--- src/rtl/alu_control_def.v ---
/*------------------------------------------------------------------------
 * alu_control_def -- shared ALUCtrl operation codes from the control unit.
 * Rev 1.0
 *----------------------------------------------------------------------*/
`default_nettype none
`ifndef ALU_CONTROL_DEF_V
`define ALU_CONTROL_DEF_V

`define ALUCTRL_ADD    5'b00000
`define ALUCTRL_SUB    5'b00001
`define ALUCTRL_AND    5'b00010
`define ALUCTRL_OR     5'b00011
`define ALUCTRL_XOR    5'b00100
`define ALUCTRL_SLL    5'b00101
`define ALUCTRL_SRL    5'b00110
`define ALUCTRL_SRA    5'b00111
`define ALUCTRL_SLT    5'b01000
`define ALUCTRL_SLTU   5'b01001
`define ALUCTRL_MUL    5'b10000
`define ALUCTRL_MULH   5'b10001
`define ALUCTRL_MULHSU 5'b10010
`define ALUCTRL_MULHU  5'b10011
`define ALUCTRL_DIV    5'b10100
`define ALUCTRL_DIVU   5'b10101
`define ALUCTRL_REM    5'b10110
`define ALUCTRL_REMU   5'b10111

`endif
`default_nettype wire

--- src/rtl/muldiv_unit_pkg.sv ---
/*------------------------------------------------------------------------
 * muldiv_unit_pkg -- FSM states, iteration count and opcode decode.
 * Rev 1.0
 *----------------------------------------------------------------------*/
`include "alu_control_def.v"
`default_nettype none

package muldiv_unit_pkg;

  localparam int unsigned ITERATIONS = 32;
  localparam int unsigned CNT_W      = $clog2(ITERATIONS);

  typedef enum logic [1:0] {
    S_IDLE = 2'd0,
    S_BUSY = 2'd1,
    S_DONE = 2'd2
  } state_e;

  // sel_alt picks the high product half for multiplies, the remainder for divides
  typedef struct packed {
    logic is_div;
    logic a_signed;
    logic b_signed;
    logic sel_alt;
  } op_info_t;

  function automatic logic is_muldiv(input logic [4:0] code);
    case (code)
      `ALUCTRL_MUL, `ALUCTRL_MULH, `ALUCTRL_MULHSU, `ALUCTRL_MULHU,
      `ALUCTRL_DIV, `ALUCTRL_DIVU, `ALUCTRL_REM,    `ALUCTRL_REMU: is_muldiv = 1'b1;
      default:                                                      is_muldiv = 1'b0;
    endcase
  endfunction

  function automatic op_info_t decode_op(input logic [4:0] code);
    op_info_t info;
    info = '0;
    case (code)
      `ALUCTRL_MULH:   info = '{is_div: 1'b0, a_signed: 1'b1, b_signed: 1'b1, sel_alt: 1'b1};
      `ALUCTRL_MULHSU: info = '{is_div: 1'b0, a_signed: 1'b1, b_signed: 1'b0, sel_alt: 1'b1};
      `ALUCTRL_MULHU:  info = '{is_div: 1'b0, a_signed: 1'b0, b_signed: 1'b0, sel_alt: 1'b1};
      `ALUCTRL_DIV:    info = '{is_div: 1'b1, a_signed: 1'b1, b_signed: 1'b1, sel_alt: 1'b0};
      `ALUCTRL_DIVU:   info = '{is_div: 1'b1, a_signed: 1'b0, b_signed: 1'b0, sel_alt: 1'b0};
      `ALUCTRL_REM:    info = '{is_div: 1'b1, a_signed: 1'b1, b_signed: 1'b1, sel_alt: 1'b1};
      `ALUCTRL_REMU:   info = '{is_div: 1'b1, a_signed: 1'b0, b_signed: 1'b0, sel_alt: 1'b1};
      default:         info = '0;
    endcase
    return info;
  endfunction

endpackage

`default_nettype wire

--- src/rtl/muldiv_step.sv ---
/*------------------------------------------------------------------------
 * muldiv_step -- one shift-add multiply or restoring-divide iteration.
 * Rev 1.0
 *----------------------------------------------------------------------*/
`default_nettype none

module muldiv_step #(
  parameter int BITS = 32
) (
  input  logic            is_div_i,
  input  logic [BITS-1:0] hi_i,
  input  logic [BITS-1:0] lo_i,
  input  logic [BITS-1:0] operand_i,
  output logic [BITS-1:0] hi_o,
  output logic [BITS-1:0] lo_o
);

  logic [BITS:0] add_sum;
  logic [BITS:0] shifted;

  // Multiply: {hi,lo} shifts right, lo holds the unconsumed multiplier bits.
  // Divide: {hi,lo} shifts left, hi is the partial remainder, quotient bits enter lo.
  always_comb begin
    add_sum = {1'b0, hi_i} + (lo_i[0] ? {1'b0, operand_i} : '0);
    shifted = {hi_i, lo_i[BITS-1]};
    hi_o    = add_sum[BITS:1];
    lo_o    = {add_sum[0], lo_i[BITS-1:1]};
    if (is_div_i) begin
      if (shifted >= {1'b0, operand_i}) begin
        hi_o = shifted[BITS-1:0] - operand_i;
        lo_o = {lo_i[BITS-2:0], 1'b1};
      end else begin
        hi_o = shifted[BITS-1:0];
        lo_o = {lo_i[BITS-2:0], 1'b0};
      end
    end
  end

endmodule

`default_nettype wire

--- src/rtl/muldiv_unit.sv ---
/*------------------------------------------------------------------------
 * muldiv_unit -- iterative 32-cycle RV32M multiply/divide with pipeline stall.
 * Rev 1.0
 *----------------------------------------------------------------------*/
`default_nettype none

module muldiv_unit
  import muldiv_unit_pkg::*;
#(
  parameter int BITS = 32
) (
  input  logic            clk,
  input  logic            rst,
  input  logic            valid,
  input  logic [4:0]      ALUCtrl,
  input  logic            flush,
  input  logic [BITS-1:0] op_a,
  input  logic [BITS-1:0] op_b,
  output logic            stall,
  output logic            done,
  output logic [BITS-1:0] result
);

  localparam logic [CNT_W-1:0] CNT_LAST = CNT_W'(ITERATIONS - 1);

  state_e            state_q;
  logic [CNT_W-1:0]  cnt_q;
  logic [4:0]        ctrl_q;
  logic              a_sign_q;
  logic [BITS-1:0]   op_b_q;
  logic [BITS-1:0]   hi_q;
  logic [BITS-1:0]   lo_q;
  logic              done_q;
  logic [BITS-1:0]   result_q;

  op_info_t          info;
  logic              start;
  logic              a_neg;
  logic              b_neg;
  logic [BITS-1:0]   mag_b;
  logic [BITS-1:0]   step_lo_in;
  logic [BITS-1:0]   step_hi;
  logic [BITS-1:0]   step_lo;
  logic [2*BITS-1:0] prod_d;
  logic [BITS-1:0]   quo_d;
  logic [BITS-1:0]   rem_d;
  logic [BITS-1:0]   result_d;

  assign start  = valid && is_muldiv(ALUCtrl) && !flush;
  assign stall  = !rst && (((state_q == S_IDLE) && start) || (state_q == S_BUSY));
  assign done   = done_q;
  assign result = result_q;

  assign info  = decode_op(ctrl_q);
  assign a_neg = info.a_signed && a_sign_q;
  assign b_neg = info.b_signed && op_b_q[BITS-1];
  assign mag_b = b_neg ? -op_b_q : op_b_q;

  // lo_q holds the raw op_a until the first step, which consumes its magnitude
  assign step_lo_in = ((cnt_q == '0) && a_neg) ? -lo_q : lo_q;

  muldiv_step #(
    .BITS (BITS)
  ) u_step (
    .is_div_i  (info.is_div),
    .hi_i      (hi_q),
    .lo_i      (step_lo_in),
    .operand_i (mag_b),
    .hi_o      (step_hi),
    .lo_o      (step_lo)
  );

  // Divide by zero keeps the all-ones quotient regardless of dividend sign
  always_comb begin
    prod_d = {step_hi, step_lo};
    if (a_neg ^ b_neg) prod_d = -prod_d;
    quo_d = step_lo;
    if ((a_neg ^ b_neg) && (op_b_q != '0)) quo_d = -step_lo;
    rem_d = a_neg ? -step_hi : step_hi;
    if (info.is_div) result_d = info.sel_alt ? rem_d : quo_d;
    else             result_d = info.sel_alt ? prod_d[2*BITS-1:BITS] : prod_d[BITS-1:0];
  end

  always_ff @(posedge clk) begin
    if (rst) begin
      state_q  <= S_IDLE;
      cnt_q    <= '0;
      ctrl_q   <= '0;
      a_sign_q <= 1'b0;
      op_b_q   <= '0;
      hi_q     <= '0;
      lo_q     <= '0;
      done_q   <= 1'b0;
      result_q <= '0;
    end else begin
      done_q <= 1'b0;
      case (state_q)
        S_IDLE: begin
          if (start) begin
            state_q  <= S_BUSY;
            cnt_q    <= '0;
            ctrl_q   <= ALUCtrl;
            a_sign_q <= op_a[BITS-1];
            op_b_q   <= op_b;
            hi_q     <= '0;
            lo_q     <= op_a;
          end
        end
        S_BUSY: begin
          if (flush) begin
            state_q <= S_IDLE;
          end else begin
            hi_q  <= step_hi;
            lo_q  <= step_lo;
            cnt_q <= cnt_q + 1'b1;
            if (cnt_q == CNT_LAST) begin
              state_q  <= S_DONE;
              done_q   <= 1'b1;
              result_q <= result_d;
            end
          end
        end
        S_DONE:  state_q <= S_IDLE;
        default: state_q <= S_IDLE;
      endcase
    end
  end

endmodule

`default_nettype wire
--- config.mk ---
export PLATFORM = sky130hd
export DESIGN_NAME = muldiv_unit
export DESIGN_NICKNAME = d
export VERILOG_FILES = /design/src/rtl/muldiv_unit_pkg.sv /design/src/rtl/muldiv_step.sv /design/src/rtl/muldiv_unit.sv
export VERILOG_INCLUDE_DIRS = /design/src /design/src/rtl
export SDC_FILE = /design/constraint.sdc
export NUM_CORES = 1
export LEC_CHECK = 0
export CELL_PAD_IN_SITES_DETAIL_PLACEMENT = 0
export CELL_PAD_IN_SITES_GLOBAL_PLACEMENT = 1
export CORE_UTILIZATION = 47
export DETAILED_ROUTE_END_ITERATION = 8
export HOLD_SLACK_MARGIN = 0.1
export PLACE_DENSITY = 0.95
export SYNTH_ARGS = -nofsm -noshare
export SYNTH_HDL_FRONTEND = slang
export SYNTH_HIERARCHICAL = 1
export SYNTH_SLANG_ARGS = --single-unit
export TNS_END_PERCENT = 50
--- constraint.sdc ---
create_clock -name clk -period 11.7 [get_ports clk]
set_input_delay 1.17 -clock clk [delete_from_list [all_inputs] [get_ports clk]]
set_output_delay 1.17 -clock clk [all_outputs]
set_load 0.03 [all_outputs]
==> run metrics <==
global route overflow 0; initial core utilization 48.0%; type of the worst setup path flip-flop to flip-flop; Mapped Nets approximately 2200; xor/xnor share of the synthesized area 11.6%; clock tree from TritonCTS built; asr flop ratio synth 0%; Final Hold Fails 0; CTS Sinks 142; worst setup path start op_b_q[2]$_SDFFE_PP0P_; Worst-Skew Late Latency between 0.4 and 0.5 ns; Final setup viols 0; ys flop type dfxtp_1; area share of fa/ha/maj cells after synthesis 6.49%; vias in the first global route between 10000 and 15000; cell area after synthesis approximately 0.014 mm^2; flops & latches, synth between 100 and 150; Netlist cell types a little over 90; EDFF count, synth 0; HPWL after detailed placement roughly 38 mm; R2R depth 27; setup tns final 0 ns; largest net degree at the start of global routing 100; initial antenna violation count 0; GR Util met1 roughly two fifths; Antenna diodes 0; row count 63; multiplexer share of the synthesized area 3.30%; minimum clock period between 8 and 9 ns; Slew Viols, Final 0; Tightest Pin Transition ~1.4 ns; fmax ~110 MHz; Slew HR 8.54%; gpl congestion ~0.97; outcome complete, no violations; I/O Buffers around 110; total track usage 32.4%; required time of the critical path roughly 12 ns; Via density between 6 and 7; P&R area growth vs syn 13.1%; met2 GRT Util 53.3%; clk slew on worst S/H paths about 0.080 ns; Die X-Extent 176 um; Yosys warning count 6; Post-DRT Antenna Nets 0; Seq/Total Area, Yosys 19.9%; P_leak 6.51 nW; Syn Area/Cell just over 7 um^2; period utilisation layout between 70% and 80%; pwr dens a little under 90 mW/mm^2; R2R Path Start op_b_q[2]$_SDFFE_PP0P_; H-tree depth 4; final WL 50.7 mm; Post-Synth Simple-Gate Area approximately 26%; DRT Pass-1 Iters 8; peak supply drop about 0.00010 V; Syn Inst Count just over 2000; Chip Height between 150 and 200 um; GR met3 Demand/Resource between 4 and 5%; Min-Delay Path Class flip-flop to flip-flop; Clock Skew 0.0139 ns; CP arrival roughly 9.2 ns; Max clock buf depth 2; initial drt markers about 1300; Max Cap Violations 0; setup repair bufs after CTS 0; die footprint ~0.031 mm^2; GRT busiest layer met2; wire per inst 20.8 um; fraction of layout cells with a size suffix above 1 under 10%; hold path depth 2; via count 15386; RSZ-0062 raised after global routing no; crit path capture type flip-flop; setup ws final 2.88 ns; first-pass GRT wire length just under 80 mm; compound-gate portion of the synthesized area between 20% and 30%; hold path startpoint result[11]$_SDFFE_PP0P_; pre-CTS setup slack roughly 3 ns; I/O pin cnt between 100 and 150; # nets final ~2200; most common cell after layout, fill and taps aside nand2_1; peak fanout along the critical path 45; largest family of logic cells by synthesized area compound AO/OA/AOI/OAI gates; worst hold slack roughly 0.46 ns; post-synth top area share 19.9%; ranking of synthesized cells by area dfxtp_1 (20%), a21oi_1 (7.6%), nand2_1 (7.3%); most frequent cells in the layout nand2_1 (277), a21oi_1 (217), nor2_1 (157), dfxtp_1 (142), clkdlybuf4s50_1 (105); cts-stage hold buffer count 0; Synth area leader dfxtp_1; core area approximately 0.030 mm^2; root buf cell clkbuf_16; DRC viols 0; cts bufs inserted 17; Post-CTS Resized 0; critical path startpoint category flip-flop
==> layer usage <==
layer	up-vias	part of all wire (%)
met1	7185	42
met2	721	46
li1	7334	-
met3	146	7.5
met5	-	0
met4	0	4.8
==> registers in the layout (all words and copies together) (netlist names) <==
signal / flops
state_q: 2
result: 32
a_sign_q: 1
hi_q: 32
cnt_q: 5
done: 1
ctrl_q: 5
lo_q: 32
op_b_q: 32
==> final timing paths <==
kind                                   to  slack [ns]
hold reg to reg   result[11]$_SDFFE_PP0P_        0.46
hold / removal    result[11]$_SDFFE_PP0P_        0.46
setup / recovery  result[12]$_SDFFE_PP0P_        2.88
setup reg to reg  result[12]$_SDFFE_PP0P_        2.88
==> cell type report <==
cell class,count,area [um^2]
timing repair buffer,141,1320
inverter,73,275
sequential,142,2840
clock inverter,15,190
tap,390,488
multi-input combinational,1664,10600
fill,2965,13600
clock buffer,17,425
==> kinds of logic (layout without fill, tap and decap cells) <==
| kind of cell | Yosys count | count (layout) |
|---|---|---|
| XOR/XNOR | 190 | 190 |
| multiplexers | 43 | 43 |
| flip-flops | 142 | 142 |
| AND/OR/NAND/NOR | 759 | 759 |
| buffers and inverters | 216 | 246 |
| AO/OA/AOI/OAI | 599 | 599 |
| adder cells (fa/ha/maj) | 73 | 73 |
==> report_power, final <==
group	switching (mW)	internal (mW)	leakage, nW	total [mW]
combinational	0.212	0.123	5.05	0.335
clock	0.271	0.326	0.305	0.598
sequential	0.0106	0.491	1.15	0.502
total	0.494	0.941	6.51	1.43
==> through the flow <==
step / util [%] / instance area, um^2 / instances / power, mW
floorplan: - / 14300 / 2022 / 0.746
global placement: 52.3 / 15600 / 2410 / 0.835
detailed placement: 52.3 / 15600 / 2410 / 0.838
CTS: 54.3 / 16200 / 2442 / 1.43
global route: 54.3 / 16200 / 2442 / 1.48
finish: 54.3 / 16200 / 2442 / 1.43
==> critical path, stage by stage, from the launching register on <==
cell       delay (ns)
dfxtp_1          0.36
or4_1            0.61
nor4_4           0.43
inv_1            0.10
or3_1            0.35
or2_2            0.33
o41ai_1          0.32
xnor2_1          0.26
inv_1            0.08
ha_1             0.38
and4_1           0.29
a221oi_2         0.24
o21ai_1          0.14
a2111oi_2        0.37
a21bo_1          0.40
buf_4            0.36
nand2_1          0.19
o21ai_0          0.14
buf_4            0.23
inv_1            0.06
ha_1             0.23
or3b_2           0.51
or4_4            0.62
nor3_2           0.89
a31oi_1          0.22
xnor2_1          0.27
nand2_1          0.09
a32o_1           0.22
==> cell usage after synthesis (10+ instances only) <==
cell,n
o21ai_1,12
a211oi_1,21
mux2i_1,10
xor2_1,94
inv_1,73
xnor2_1,96
o21ai_0,104
nor2b_1,11
o21a_1,16
o31ai_1,25
and2_1,41
nor3_1,51
o221ai_1,14
nor2_1,158
a31oi_1,25
or3_1,27
a311oi_1,36
nand3_1,62
or4_1,11
a21o_1,19
buf_2,10
clkbuf_1,118
or2_2,11
dfxtp_1,142
nand4_1,18
nor4_1,30
ha_1,71
o41ai_1,13
mux2_2,33
a21oi_1,217
nand2_1,277
o211ai_1,23
(Power assumes the default switching activity.)
